--- src/rtl/coin_lane_controller.sv ---
// coin_lane_controller
//   Picks a lane for the next coin and enables that lane's coin sprite. It waits
//   for the coin to report in_position, then watches for pixel overlap between
//   the coin and the player during a collection window of frames. Every coin
//   ends in either a collection (score) or a miss (miss count). Runs on the
//   pixel clock. Frame timing comes from rising edges of i_v_sync.
//
// Ports
//   i_clk, i_rst_n   pixel clock, asynchronous active-low reset
//   i_v_sync         vertical sync; its rising edge is the frame tick
//   i_start          start/restart a game from IDLE or OVER (level)
//   i_enable         low forces IDLE and holds score/misses
//   i_in_position    per-lane coin in_position (bit0 left, bit1 centre, bit2 right)
//   i_coin_hit       per-lane coin opaque-pixel hit
//   i_player_hit     player opaque-pixel hit
//   o_coin_active    one-hot (or zero) lane enable to the coin sprites
//   o_score          accumulated score, saturating
//   o_misses         miss count, saturating at 3
//   o_collected      one-cycle pulse on a collection
//   o_missed         one-cycle pulse on a miss
//   o_game_over      high while in OVER
//   o_state          current FSM state, for debug
module coin_lane_controller #(
  parameter int          WINDOW_FRAMES   = 8,
  parameter int          COOLDOWN_FRAMES = 2,
  parameter int          TRAVEL_TIMEOUT  = 64,
  parameter int          COIN_VALUE      = 10,
  parameter int          MISS_LIMIT      = 3,
  parameter logic [15:0] LFSR_SEED       = 16'hACE1
) (
  input  logic        i_clk,
  input  logic        i_rst_n,
  input  logic        i_v_sync,
  input  logic        i_start,
  input  logic        i_enable,
  input  logic [2:0]  i_in_position,
  input  logic [2:0]  i_coin_hit,
  input  logic        i_player_hit,
  output logic [2:0]  o_coin_active,
  output logic [15:0] o_score,
  output logic [1:0]  o_misses,
  output logic        o_collected,
  output logic        o_missed,
  output logic        o_game_over,
  output logic [2:0]  o_state
);

  typedef enum logic [2:0] {
    S_IDLE     = 3'd0,
    S_SPAWN    = 3'd1,
    S_TRAVEL   = 3'd2,
    S_WINDOW   = 3'd3,
    S_COLLECT  = 3'd4,
    S_MISS     = 3'd5,
    S_COOLDOWN = 3'd6,
    S_OVER     = 3'd7
  } state_t;

  localparam int MAX_WC     = (WINDOW_FRAMES > COOLDOWN_FRAMES) ? WINDOW_FRAMES : COOLDOWN_FRAMES;
  localparam int MAX_FRAMES = (MAX_WC > TRAVEL_TIMEOUT) ? MAX_WC : TRAVEL_TIMEOUT;
  localparam int CNT_W      = $clog2(MAX_FRAMES + 1);

  // Right-shifting Galois form of x^16 + x^14 + x^13 + x^11 + 1.
  localparam logic [15:0] LFSR_TAPS = 16'hB400;

  function automatic logic [15:0] sat_add(input logic [15:0] a);
    logic [16:0] sum;
    sum = {1'b0, a} + 17'(COIN_VALUE);
    return sum[16] ? 16'hFFFF : sum[15:0];
  endfunction

  function automatic logic [1:0] sat_inc(input logic [1:0] a);
    return (a == 2'd3) ? 2'd3 : a + 2'd1;
  endfunction

  function automatic logic [15:0] lfsr_next(input logic [15:0] v);
    return {1'b0, v[15:1]} ^ (v[0] ? LFSR_TAPS : 16'h0000);
  endfunction

  state_t             state_q, state_d;
  logic               v_sync_q;
  logic [15:0]        lfsr_q;
  logic [1:0]         lane_q, lane_d, lane_sel;
  logic [CNT_W-1:0]   cnt_q, cnt_d, cnt_inc;
  logic               flag_q, flag_d;
  logic [2:0]         active_q, active_d;
  logic [15:0]        score_q, score_d;
  logic [1:0]         misses_q, misses_d;
  logic               collected_q, collected_d;
  logic               missed_q, missed_d;
  logic               game_over_q, game_over_d;
  logic               tick, overlap_now;

  assign tick        = i_v_sync & ~v_sync_q;
  assign overlap_now = i_coin_hit[lane_q] & i_player_hit;
  assign cnt_inc     = cnt_q + 1'b1;
  // Lane 3 does not exist; fold it onto the centre lane.
  assign lane_sel    = (lfsr_q[1:0] == 2'd3) ? 2'd1 : lfsr_q[1:0];

  always_ff @(posedge i_clk or negedge i_rst_n) begin
    if (!i_rst_n) begin
      state_q     <= S_IDLE;
      v_sync_q    <= 1'b0;
      lfsr_q      <= LFSR_SEED;
      lane_q      <= 2'd0;
      cnt_q       <= '0;
      flag_q      <= 1'b0;
      active_q    <= 3'b000;
      score_q     <= 16'h0000;
      misses_q    <= 2'd0;
      collected_q <= 1'b0;
      missed_q    <= 1'b0;
      game_over_q <= 1'b0;
    end else begin
      state_q     <= state_d;
      v_sync_q    <= i_v_sync;
      lfsr_q      <= lfsr_next(lfsr_q);
      lane_q      <= lane_d;
      cnt_q       <= cnt_d;
      flag_q      <= flag_d;
      active_q    <= active_d;
      score_q     <= score_d;
      misses_q    <= misses_d;
      collected_q <= collected_d;
      missed_q    <= missed_d;
      game_over_q <= game_over_d;
    end
  end

  always_comb begin
    state_d     = state_q;
    lane_d      = lane_q;
    cnt_d       = cnt_q;
    flag_d      = flag_q;
    active_d    = 3'b000;
    score_d     = score_q;
    misses_d    = misses_q;
    collected_d = 1'b0;
    missed_d    = 1'b0;

    case (state_q)
      S_IDLE, S_OVER: begin
        if (i_start) state_d = S_SPAWN;
      end
      S_SPAWN: begin
        lane_d  = lane_sel;
        cnt_d   = '0;
        state_d = S_TRAVEL;
      end
      S_TRAVEL: begin
        if (i_in_position[lane_q]) begin
          state_d = S_WINDOW;
          flag_d  = 1'b0;
          cnt_d   = '0;
        end else if (tick) begin
          cnt_d = cnt_inc;
          if (cnt_inc == CNT_W'(TRAVEL_TIMEOUT)) state_d = S_MISS;
        end
      end
      S_WINDOW: begin
        if (overlap_now) flag_d = 1'b1;
        // A coin that dropped in_position has re-homed itself: that is a miss now.
        if (!i_in_position[lane_q]) begin
          state_d = S_MISS;
        end else if (tick) begin
          if (flag_q | overlap_now) begin
            state_d = S_COLLECT;
          end else begin
            cnt_d = cnt_inc;
            if (cnt_inc == CNT_W'(WINDOW_FRAMES)) state_d = S_MISS;
          end
        end
      end
      S_COLLECT: begin
        cnt_d   = '0;
        state_d = S_COOLDOWN;
      end
      S_MISS: begin
        cnt_d   = '0;
        state_d = (int'(misses_q) >= MISS_LIMIT) ? S_OVER : S_COOLDOWN;
      end
      S_COOLDOWN: begin
        if (tick) begin
          cnt_d = cnt_inc;
          if (cnt_inc == CNT_W'(COOLDOWN_FRAMES)) state_d = S_SPAWN;
        end
      end
      default: state_d = S_IDLE;
    endcase

    if (!i_enable) state_d = S_IDLE;

    // Entry actions are keyed on the final next state so that dropping
    // i_enable cancels a collection or miss in the same cycle.
    if (state_d == S_COLLECT) begin
      collected_d = 1'b1;
      score_d     = sat_add(score_q);
    end
    if (state_d == S_MISS) begin
      missed_d = 1'b1;
      misses_d = sat_inc(misses_q);
    end
    if (state_d == S_SPAWN && (state_q == S_IDLE || state_q == S_OVER)) begin
      score_d  = 16'h0000;
      misses_d = 2'd0;
    end

    if (state_q == S_SPAWN && state_d == S_TRAVEL)
      active_d = 3'b001 << lane_sel;
    else if (state_d == S_TRAVEL || state_d == S_WINDOW)
      active_d = active_q;

    game_over_d = (state_d == S_OVER);
  end

  assign o_coin_active = active_q;
  assign o_score       = score_q;
  assign o_misses      = misses_q;
  assign o_collected   = collected_q;
  assign o_missed      = missed_q;
  assign o_game_over   = game_over_q;
  assign o_state       = state_q;

endmodule

--- config.mk ---
export PLATFORM = sky130hd
export DESIGN_NAME = coin_lane_controller
export DESIGN_NICKNAME = d
export VERILOG_FILES = /design/src/rtl/coin_lane_controller.sv
export SDC_FILE = /design/constraint.sdc
export NUM_CORES = 1
export LEC_CHECK = 0
export BUFFER_PORTS_ARGS = -buffer_cell sky130_fd_sc_hd__buf_2
export CORE_UTILIZATION = 42
export CTS_CLUSTER_DIAMETER = 150
export DETAILED_ROUTE_END_ITERATION = 8
export PLACE_DENSITY_LB_ADDON = 0.12
export RECOVER_POWER = 100
export SLEW_MARGIN = 20
export SYNTH_ARGS = -nofsm -noshare
export SYNTH_HDL_FRONTEND = slang
export SYNTH_SLANG_ARGS = --single-unit
export TNS_END_PERCENT = 20
--- constraint.sdc ---
create_clock -name i_clk -period 3.3 [get_ports i_clk]
set_input_delay 0.66 -clock i_clk [delete_from_list [all_inputs] [get_ports i_clk]]
set_output_delay 0.66 -clock i_clk [all_outputs]
set_load 0.1 [all_outputs]
-- Yosys cells after proc, flatten, opt, wreduce, memory -nomap -nowiden
Index checks and enable logic that the tools add are counted.
- mux-type cells: 38
- shifts and indexed selects: 1
- bitwise logic cells: 5
- equal/unequal tests: 24
- $lt $le $gt $ge: 2
- reductions and logical operators: 13
- add/sub/neg operators: 3
- operators by type and width (cell ; number):
    $mux 16 ; 4
    $mux 3 ; 13
    $mux 7 ; 5
    $pmux 7 s4 ; 1
    $eq 3x3->1 const B ; 7
    $pmux 3 s7 ; 1
    $add 16x4->17 const B ; 1
    $xor 15x16->16 ; 1
    $eq 3x2->1 const B ; 4
    $ne 2x2->1 const B ; 6
    $mux 2 ; 4
    $add 7x1->7 const B ; 1
    $eq 7x2->1 const B ; 1
    $eq 7x4->1 const B ; 1
    $eq 7x7->1 const B ; 1
    $mux 1 ; 7
    $eq 3x1->1 const B ; 2
    $reduce_bool 2->1 ; 3
    $bmux 1 s2 ; 2
    $eq 2x2->1 const B ; 2
    $reduce_and 4->1 ; 1
    $reduce_bool 4->1 ; 1
    $logic_not 3->1 ; 1
    $lt 2x3->1 const B ; 1
    12 further kinds ; 15
- register bits: 54
- output and inout port bits: 27
- word-level logic and storage cells: 98

-- Logic depth before layout (Yosys ltp)
Gate-level depths: netlist of the first run.
- depth after elaboration: 13
- gate-level depth with buffers: 12
- gate-level depth less buffers: 11

-- Worst setup path before layout of the first run
OpenSTA, ideal clock, no wires.
- kind: register to register
- from: register cnt_q[0]
- to: register score_q[11] (netlist: o_score[11])
- stages on the path, launching flop included: 13
- data arrival time: 2.717 ns
- clock period less this slack: 2.854 ns
- library setup time: 0.137 ns
- setup slack: 0.446 ns
- cells stage by stage: dfrtp_1 -> ha_1 -> and3_4 -> or4_4 -> and2_1 -> or3_4 -> a31oi_4 -> inv_2 -> nand3_2 -> inv_2 -> buf_6 -> a21oi_1 -> a211oi_2
- cells in the longest elaborated chain, start to end: 11
- elaborated cells on any way between the ends: 20
- those cells by class: 1 x add/sub; 5 x eq/ne; 12 x mux; 2 x reduce/logical
- ends and longest elaborated chain (item ; line ; text):
    from (decl) ; 84 ; logic [CNT_W-1:0] cnt_q, cnt_d, cnt_inc;
    from (signal assigned) ; 119 ; cnt_q <= cnt_d;
    $add 7x1->7 (*) ; 96 ; assign cnt_inc = cnt_q + 1'b1;
    $eq 7x4->1 ; 170 ; if (cnt_inc == CNT_W'(WINDOW_FRAMES)) state_d = S_MISS;
    $mux 3 ; 170 ;
    $mux 3 ; 166 ; if (flag_q | overlap_now) begin
    $mux 3 ; 165 ; end else if (tick) begin
    $mux 3 ; 163 ; if (!i_in_position[lane_q]) begin
    $pmux 3 s7 (*) ; 141 ; case (state_q)
    $mux 3 (*) ; 191 ; if (!i_enable) state_d = S_IDLE;
    via state_d[2] ; 80 ; state_t state_q, state_d;
    $eq 3x1->1 ; 203 ; if (state_d == S_SPAWN && (state_q == S_IDLE || state_q == S_OVER)) begin
    $logic_and 1x1->1 ; 203 ;
    $mux 16 / $reduce_bool 2->1 (equally long branches) ; - ;
    to (signal assigned) ; 122 ; score_q <= score_d;
    to (decl) ; 87 ; logic [15:0] score_q, score_d;
Mark *: on every way through the listed nets, which the timed path passes. The rest lies on a longest branch.
A chain may end at the register's enable or synchronous reset.

-- Final worst setup path of the first run
- from: register cnt_q[0]
- to: register score_q[8] (netlist: o_score[8])
- cells in the longest elaborated chain, start to end: 11
- elaborated cells on any way between the ends: 20
- those cells by class: 1 x add/sub; 5 x eq/ne; 12 x mux; 2 x reduce/logical
- ends and longest elaborated chain (item ; line):
    $add 7x1->7 (*) ; 96
    $eq 7x4->1 ; 170
    $mux 3 ; 170
    $mux 3 ; 166
    $mux 3 ; 165
    $mux 3 ; 163
    $pmux 3 s7 (*) ; 141
    $mux 3 (*) ; 191
    $eq 3x1->1 ; 203
    $logic_and 1x1->1 ; 203
    $mux 16 / $reduce_bool 2->1 (equally long branches) ; -
Every way passes the cells marked *; elsewhere a longest branch is shown, timed or not.

==> flow_summary.json, run 1 <==
{
  "pre_cts_ws_ps": 258,
  "synth_edf_count": 0,
  "clkTransAtPathRegs_ps": 100,
  "setup_viol": 0,
  "die_y_um": 84.1,
  "synth_area_leader_cell": "dfrtp_1",
  "yosysUniqueCellTypes": 69,
  "syn_to_final_growth_pct": 11.0,
  "drc": 9,
  "setup_slack_ps": 286,
  "drive_gt1_share_pct": 13.6,
  "synthFlopType": "dfrtp_1",
  "drtPass1Iterations": 6,
  "cp_max_fo": 8,
  "synth_seq_cells": 54,
  "cts_resized": 0,
  "synth_xor_area_share_pct": 2.48,
  "violations": "DRC, capacitance limit, slew limit",
  "track_usage_pct": 18.6,
  "fin_skew_ps": 4.41,
  "grt_pass1_vias": 2226,
  "ys_seq_area_share_pct": 48.1,
  "hold_path.class": "reg -> reg",
  "dp_cells": 401,
  "yosys.area_share.simple_pct": 22.8,
  "antenna_found_initial": 0,
  "synth_area_sq_um": 2830,
  "critPathRequiredTime_ps": 3540,
  "cts_tree": "yes",
  "initialDrtViolationCount": 115,
  "cts.path.max_buffers": 2,
  "vias_per_cell": 5.61,
  "final.setup.tns_ps": 0,
  "fmax_mhz": 332,
  "cts_setup_buffers": 0,
  "h-tree-depth": 2,
  "maxCapViolCount": 1,
  "ys_warn_count": 0,
  "nNetsFinal": 346,
  "synth-compound-area-share_pct": 20.1,
  "muxShareOfSynthArea_pct": 0.752,
  "synth_top_family_by_area": "simple AND/OR/NAND/NOR gates",
  "status": "finished with violations",
  "fin_cells": 409,
  "cts_sinks": 54,
  "root_buffer": "clkbuf_8",
  "port_buffers": 38,
  "grt_max_degree": 45,
  "power.density_nw_per_um2": 594,
  "num_vias": 2296,
  "critPathKind": "reg -> reg",
  "synth.avg_cell_area_sq_um": 9.69,
  "tightest_slew_ps": 2300,
  "place.gp.congestion": 0.801,
  "grt_pass1_wl_mm": 10.5,
  "gr-total-overflow": 0,
  "ys_top_cells_by_count": "46 x dfrtp_1, 40 x nand2_1, 21 x a21oi_1, 20 x nor2_1, 14 x nor3_1",
  "syn_nets": 307,
  "netlist_instances": 292,
  "finalCriticalPeriod_ps": 3010,
  "clk_latency_ps": 310,
  "slew_headroom_pct": -53.2,
  "die_x_um": 84.1,
  "maxSlewViolCount": 45,
  "synthTopCellsByArea": "dfrtp_1 41%, dfstp_2 7.4%, nand2_1 5.3%",
  "io_pins": 39,
  "synth.most_common_cell": "dfrtp_1",
  "irDropWorstVdd_v": 0.000429,
  "rows": 29,
  "synthArstFlopShare_pct": 100,
  "critPathArrivalTime_ps": 3250,
  "hpwlAfterDp_mm": 4.36,
  "startpoint_type": "flop",
  "synthAdderAreaFrac_pct": 1.33,
  "finalWirelength_mm": 6.11,
  "cts_hold_buf": 0,
  "min_period_over_period_pct": 91.3,
  "p_leak_nw": 1.36,
  "synth.top_cell.area_share_pct": 40.7,
  "die_area_sq_um": 7070,
  "post_drt_wl_per_cell_um": 14.9,
  "initial_core_util_pct": 44.0,
  "cts_made_buffers": 5,
  "coreArea_sq_um": 6420,
  "antenna_cells": 0,
  "worstSetupEndpointType": "flop",
  "finalHoldViolCount": 0,
  "antenna_left": 0,
  "grt_setup_unrepaired": "no"
}
[per-layer routing]
metal | part of all wire (%) | GRT usage [%] | up-vias | wire [um]
li1 | - | - | 1145 | -
met1 | 48 | 25.5 | 1091 | 2950
met2 | 46 | 29.1 | 51 | 2820
met3 | 4.3 | 3.56 | 9 | 262
met4 | 1.3 | 6.90 | 0 | 82
met5 | 0 | 0 | - | 0
[path summary, 6_finish.rpt]
path / start / end / slack, ps / depth (start not counted)
max: cnt_q[0] / o_score[8] / 290 / 10
min: lfsr_q[2] / lfsr_q[1] / 360 / 0
max reg2reg: cnt_q[0] / o_score[8] / 290 / 10
min reg2reg: lfsr_q[2] / lfsr_q[1] / 360 / 0
max in group asynchronous: i_rst_n / o_score[15] / 840 / 2
min in group asynchronous: i_rst_n / lane_q[1] / 1030 / 1
[flip-flops by register name, summed over array words and instances, names as in the netlist]
signal	flops
o_misses	2
cnt_q	7
o_missed	1
o_coin_active	3
o_collected	1
lane_q	2
o_state	3
v_sync_q	1
o_game_over	1
lfsr_q	16
flag_q	1
o_score	16
[layout by cell type (no fill, tap or decap), types with 5 or more instances in the layout]
master,netlist,final
a31oi_1,5,5
clkbuf_8,0,5
clkbuf_1,7,34
dfrtp_1,46,46
nor3_1,14,15
buf_4,1,5
o21ai_0,13,13
buf_2,4,9
or3_1,4,5
a21oi_1,21,21
nand3_1,11,11
nand2_1,40,40
nor2_1,20,20
dfstp_2,8,7
inv_1,6,7
[worst max-delay path, cell delays in order, from the launching register on]
cell and delay, ps:
dfrtp_1 390, ha_1 270, and3_4 220, or4_4 420, a2111oi_0 400, a21oi_1 90, a22oi_2 270, nand3_2 180
buf_4 210, or3_1 340, a21oi_1 140
[where the power goes]
group / internal [W] / total (W) / switching [W]
Combinational: 0.000156 / 0.000634 / 0.000478
Sequential: 0.000698 / 0.000774 / 0.0000755
Clock: 0.000232 / 0.000458 / 0.000227
[through the flow]
stage                     area (sq um)  hold WS [ps]  utilization (%)  total power, W
after floorplan                   2830           331                -         0.00128
after detailed placement          3090           337             48.2         0.00145
after CTS                         3210           363             50.0         0.00193
after global placement            3090           335             48.2         0.00145
after global routing              3140           362             48.9         0.00198
final                             3140           360             48.9         0.00187
[final cells by class]
type / count / area (sq um)
Tap cell: 77 / 96.3
Clock buffer: 5 / 68.8
Sequential cell: 54 / 1360
Timing Repair Buffer: 48 / 210
Clock inverter: 3 / 47.5
Inverter: 8 / 30.0
Multi-Input combinational cell: 214 / 1330
Fill cell: 633 / 3280
[cells by family (layout without fill, tap and decap cells)]
family | after synthesis | after routing
adder cells (fa/ha/maj) | 3 | 3
AND/OR/NAND/NOR | 123 | 123
multiplexers | 2 | 2
XOR/XNOR | 8 | 8
buffers and inverters | 24 | 64
flip-flops | 54 | 54
AO/OA/AOI/OAI | 78 | 78
(Power assumes the default switching activity.)
==> inputs of run 2 (changes only) <==
--- a/config.mk
+++ b/config.mk
@@ -9,6 +9,7 @@
 export CORE_UTILIZATION = 42
 export CTS_CLUSTER_DIAMETER = 150
 export DETAILED_ROUTE_END_ITERATION = 8
+export GPL_TIMING_DRIVEN = 0
 export PLACE_DENSITY_LB_ADDON = 0.12
 export RECOVER_POWER = 100
 export SLEW_MARGIN = 20
==> flow_summary.json, run 2 (synthesized netlist as in run 1, its figures left out) <==
{
  "clk_latency_ps": 300,
  "track_usage_pct": 18.1,
  "initialDrtViolationCount": 127,
  "cp_max_fo": 10,
  "setup_viol": 0,
  "antenna_cells": 0,
  "place.gp.congestion": 0.876,
  "max_stage_delay_ps": 490,
  "cts_setup_buffers": 0,
  "num_vias": 2337,
  "port_buffers": 38,
  "root_buffer": "clkbuf_8",
  "layout_commonest_cell": "dfrtp_1",
  "nNetsFinal": 352,
  "violations": "DRC",
  "cp_cell_sequence": "ha_1, and3_4, or4_4, a2111oi_0, a21oi_1, a22oi_2, nand3_2, buf_8, nor4_1, nor3_1",
  "min_period_over_period_pct": 96.5,
  "grt_max_degree": 55,
  "grt_pass1_vias": 2144,
  "hpwlAfterDp_mm": 4.28,
  "coreArea_sq_um": 6420,
  "cts_made_buffers": 5,
  "clkTransAtPathRegs_ps": 90,
  "h-tree-depth": 2,
  "grt_setup_unrepaired": "yes",
  "cts_sinks": 54,
  "power_w": 0.00178,
  "antenna_found_initial": 0,
  "drc": 8,
  "power.density_nw_per_um2": 560,
  "post_drt_wl_per_cell_um": 14.4,
  "io_pins": 39,
  "tightest_slew_ps": 1330,
  "worstSetupEndpointType": "flop",
  "gr-total-overflow": 0,
  "maxSlewViolCount": 0,
  "startpoint_type": "flop",
  "p_leak_nw": 1.38,
  "irDropWorstVdd_v": 0.000294,
  "hold_path.class": "reg -> reg",
  "drtPass1Iterations": 6,
  "final_core_util_pct": 49.4,
  "syn_to_final_growth_pct": 12.1,
  "maxCapViolCount": 0,
  "initial_core_util_pct": 44.0,
  "die_area_sq_um": 7070,
  "slowest_stage": "dfrtp_1",
  "cts_hold_buf": 0,
  "layout_common_cells": "46 x dfrtp_1, 40 x nand2_1, 34 x clkbuf_1, 21 x a21oi_1, 20 x nor2_1",
  "cts_resized": 0,
  "die_y_um": 84.1,
  "status": "finished with violations",
  "rows": 29,
  "critPathKind": "reg -> reg",
  "fmax_mhz": 314,
  "antenna_left": 0,
  "drive_gt1_share_pct": 16.6,
  "fin_skew_ps": 8.14,
  "finalHoldViolCount": 0,
  "cts.path.max_buffers": 2,
  "critPathArrivalTime_ps": 3370,
  "final.setup.tns_ps": 0,
  "slew_headroom_pct": 11.5,
  "critPathRequiredTime_ps": 3490,
  "cts_tree": "yes",
  "vias_per_cell": 5.63,
  "grt_pass1_wl_mm": 10.3,
  "finalCriticalPeriod_ps": 3180,
  "finalWirelength_mm": 5.97,
  "die_x_um": 84.1
}
## run 2: stage by stage
step	hold WS (ps)	setup WS (ps)	std cells	cell area (sq um)
floorplan	331	446	292	2830
detailed placement	339	165	407	3120
finish	357	116	415	3170
CTS	361	138	415	3210
global placement	333	150	407	3120
global route	365	-17.0	415	3170
## run 2: layout make-up
cell class,instances,area [sq um]
plain buffers,16,96.3
clock buffers,6,72.6
clock inverters,2,15.0
fillers,635,3250
inverters,8,30.0
multi-input cells,214,1340
flip-flops and latches,54,1360
well taps,77,96.3
repair buffers,38,158
## run 2: path summary, 6_finish.rpt
path	endpoint	depth (start not counted)	startpoint	slack, ps
setup / recovery	o_score[6]	10	cnt_q[0]	120
min in group asynchronous	lane_q[1]	1	i_rst_n	630
setup reg to reg	o_score[6]	10	cnt_q[0]	120
max in group asynchronous	cnt_q[5]	1	i_rst_n	1860
hold / removal	lfsr_q[8]	0	lfsr_q[9]	360
hold reg to reg	lfsr_q[8]	0	lfsr_q[9]	360
## run 2: per-layer routing
layer,GRT usage [%],up-vias,share of wire [%]
met2,27.5,57,45
met3,3.46,4,5.0
li1,-,1149,-
met1,26.9,1127,49
met5,0,-,0
met4,3.92,0,0.64
## run 2: where the power goes
group,leakage [nW],switching [W],internal [W]
registers,0.719,0.0000529,0.000699
logic,0.619,0.000505,0.000157
clock network,0.0374,0.000212,0.000150
total,1.38,0.000770,0.00101
## run 2: worst max-delay path: cells and delay by family, from the launching register on
kind	cells	cell delay [ps]
flip-flops	1	490
AO/OA/AOI/OAI	3	840
buffers and inverters	1	200
AND/OR/NAND/NOR	5	1240
adder cells (fa/ha/maj)	1	310
==> inputs of run 3 (changes only) <==
--- a/config.mk
+++ b/config.mk
@@ -5,6 +5,7 @@
 export SDC_FILE = /design/constraint.sdc
 export NUM_CORES = 1
 export LEC_CHECK = 0
+export ABC_AREA = 1
 export BUFFER_PORTS_ARGS = -buffer_cell sky130_fd_sc_hd__buf_2
 export CORE_UTILIZATION = 42
 export CTS_CLUSTER_DIAMETER = 150
==> flow_summary.json, run 3 <==
{
  "status": "completed",
  "slew_headroom_pct": 12.3,
  "port_buffers": 38,
  "critPathArrivalTime_ps": 2900,
  "hpwlAfterDp_mm": 4.51,
  "h-tree-depth": 2,
  "grt_setup_unrepaired": "no",
  "num_vias": 2510,
  "worstSetupEndpointType": "flop",
  "vias_per_cell": 4.74,
  "fmax_mhz": 372,
  "ys_warn_count": 0,
  "rrSetupSlack_ps": 610,
  "layout_commonest_cell": "nand2_1",
  "drive_gt1_share_pct": 13.9,
  "yosysUniqueCellTypes": 36,
  "setup_viol": 0,
  "reg2reg_from": "cnt_q[0]",
  "grt_pass1_vias": 2322,
  "antenna_left": 0,
  "io_pins": 39,
  "drtPass1Iterations": 4,
  "irDropWorstVdd_v": 0.000412,
  "gr-total-overflow": 0,
  "cts_sinks": 54,
  "cts_made_buffers": 5,
  "coreArea_sq_um": 6910,
  "startpoint_type": "flop",
  "synth.most_common_cell": "nand2_1",
  "clkTransAtPathRegs_ps": 110,
  "holdWs_ps": 363,
  "post_drt_wl_per_cell_um": 11.9,
  "regArea_sq_um": 1360,
  "holdPathStages": 0,
  "initialDrtViolationCount": 150,
  "finalWirelength_mm": 6.31,
  "ys_seq_area_share_pct": 44.6,
  "syn_nets": 402,
  "synthTopCellsByArea": "dfrtp_1 38%, nand2_1 15%, dfstp_2 6.9%",
  "die_x_um": 87.2,
  "critPathKind": "reg -> reg",
  "cts.path.max_buffers": 2,
  "cts_hold_buf": 0,
  "root_buffer": "clkbuf_8",
  "synth.top_cell.area_share_pct": 37.7,
  "hold_path.class": "reg -> reg",
  "cts_resized": 0,
  "die_y_um": 87.2,
  "hold_start": "lfsr_q[9]",
  "die_area_sq_um": 7610,
  "regToRegEndpoint": "o_score[3]",
  "cts_tree": "yes",
  "synth_area_sq_um": 3050,
  "synthFlopType": "dfrtp_1",
  "min_period_over_period_pct": 81.4,
  "cp_max_fo": 10,
  "finalHoldViolCount": 0,
  "power.density_nw_per_um2": 794,
  "rows": 30,
  "p_leak_nw": 1.66,
  "initial_core_util_pct": 44.2,
  "final_core_util_pct": 48.4,
  "whs_endpoint": "lfsr_q[8]",
  "layout_common_cells": "124 x nand2_1, 46 x dfrtp_1, 41 x inv_1, 34 x nor2_1, 32 x clkbuf_1",
  "fin_skew_ps": 9.51,
  "synth_seq_cells": 54,
  "synthArstFlopShare_pct": 100,
  "place.gp.congestion": 0.821,
  "synth_edf_count": 0,
  "drc": 0,
  "critPathRequiredTime_ps": 3510,
  "dp_cells": 521,
  "maxCapViolCount": 0,
  "final.setup.tns_ps": 0,
  "netlist_instances": 387,
  "fin_cells": 529,
  "tightest_slew_ps": 1320,
  "fillers": 734,
  "syn_to_final_growth_pct": 9.68,
  "track_usage_pct": 17.9,
  "multi_input_area_sq_um": 1380,
  "synth.avg_cell_area_sq_um": 7.88,
  "finalCriticalPeriod_ps": 2690,
  "ys_top_cells_by_count": "121 x nand2_1, 46 x dfrtp_1, 40 x inv_1, 33 x nor2_1, 24 x o21ai_0",
  "antenna_cells": 0,
  "r2r_cells": 16,
  "grt_pass1_wl_mm": 10.6,
  "antenna_found_initial": 0,
  "cts_setup_buffers": 0,
  "maxSlewViolCount": 0,
  "clk_latency_ps": 310,
  "grt_max_degree": 55,
  "synth_area_leader_cell": "dfrtp_1",
  "nNetsFinal": 447
}
==> run 3: critical path, stage by stage, from the launching register on <==
cell and delay, ps:
dfrtp_1 440, ha_1 230, nand2_1 190, inv_2 90, nand3_1 90, nand2_2 90
inv_1 80, nand2_1 60, nor2_1 140, nand3_1 90, nand2_1 80, nand2_1 70
a21oi_1 390, nand3_4 210, buf_6 210, nand3_1 80, nand2_1 60
==> run 3: worst max-delay path by stage <==
stage	start	to	slack [ps]	cells after the start
floorplan	o_state[0]	o_score[5]	710	11
global placement	i_in_position[0]	o_score[9]	790	15
detailed placement	i_in_position[0]	o_score[4]	770	15
CTS	cnt_q[0]	o_score[3]	900	16
global route	cnt_q[0]	o_score[4]	330	16
finish	cnt_q[0]	o_score[3]	610	16
==> run 3: power by group <==
part,leakage [nW],switching (W),internal (W),total (W)
combinational,0.894,0.00111,0.000311,0.00142
sequential,0.711,0.0000899,0.000751,0.000841
clock,0.0506,0.000237,0.000159,0.000396
total,1.66,0.00144,0.00122,0.00266
==> run 3: layer usage <==
layer | GRT usage, % | up-vias | share of wire, %
met1 | 25.3 | 1155 | 52
met3 | 3.70 | 5 | 3.3
met2 | 28.3 | 38 | 44
met5 | 0 | - | 0
li1 | - | 1312 | -
met4 | 4.47 | 0 | 1.0
==> run 3: per-stage QoR <==
stage               worst slack (ps)  area (sq um)  total power (W)
finish                           614          3350          0.00266
global route                     331          3350          0.00285
CTS                              898          3460          0.00277
detailed placement               775          3360          0.00236
global placement                 794          3360          0.00235
floorplan                        708          3050          0.00207
==> run 3: layout make-up <==
cell class	count	area share, %
multi-input combinational	279	41.4
clock inverter	3	0.860
sequential	54	40.7
clock buffer	5	2.06
timing repair buffer	38	4.64
inverter	45	5.05
buffer	9	1.76
tap	96	3.59
==> run 3: cell families after synthesis <==
logic type      count (synthesis)  synth area share (%)
simple gates                  222                  34.9
buf+inv                        54                  7.51
flops                          54                  44.6
compound gates                 45                  9.11
xor+xnor                        9                  2.58
fa+ha+maj                       3                  1.23
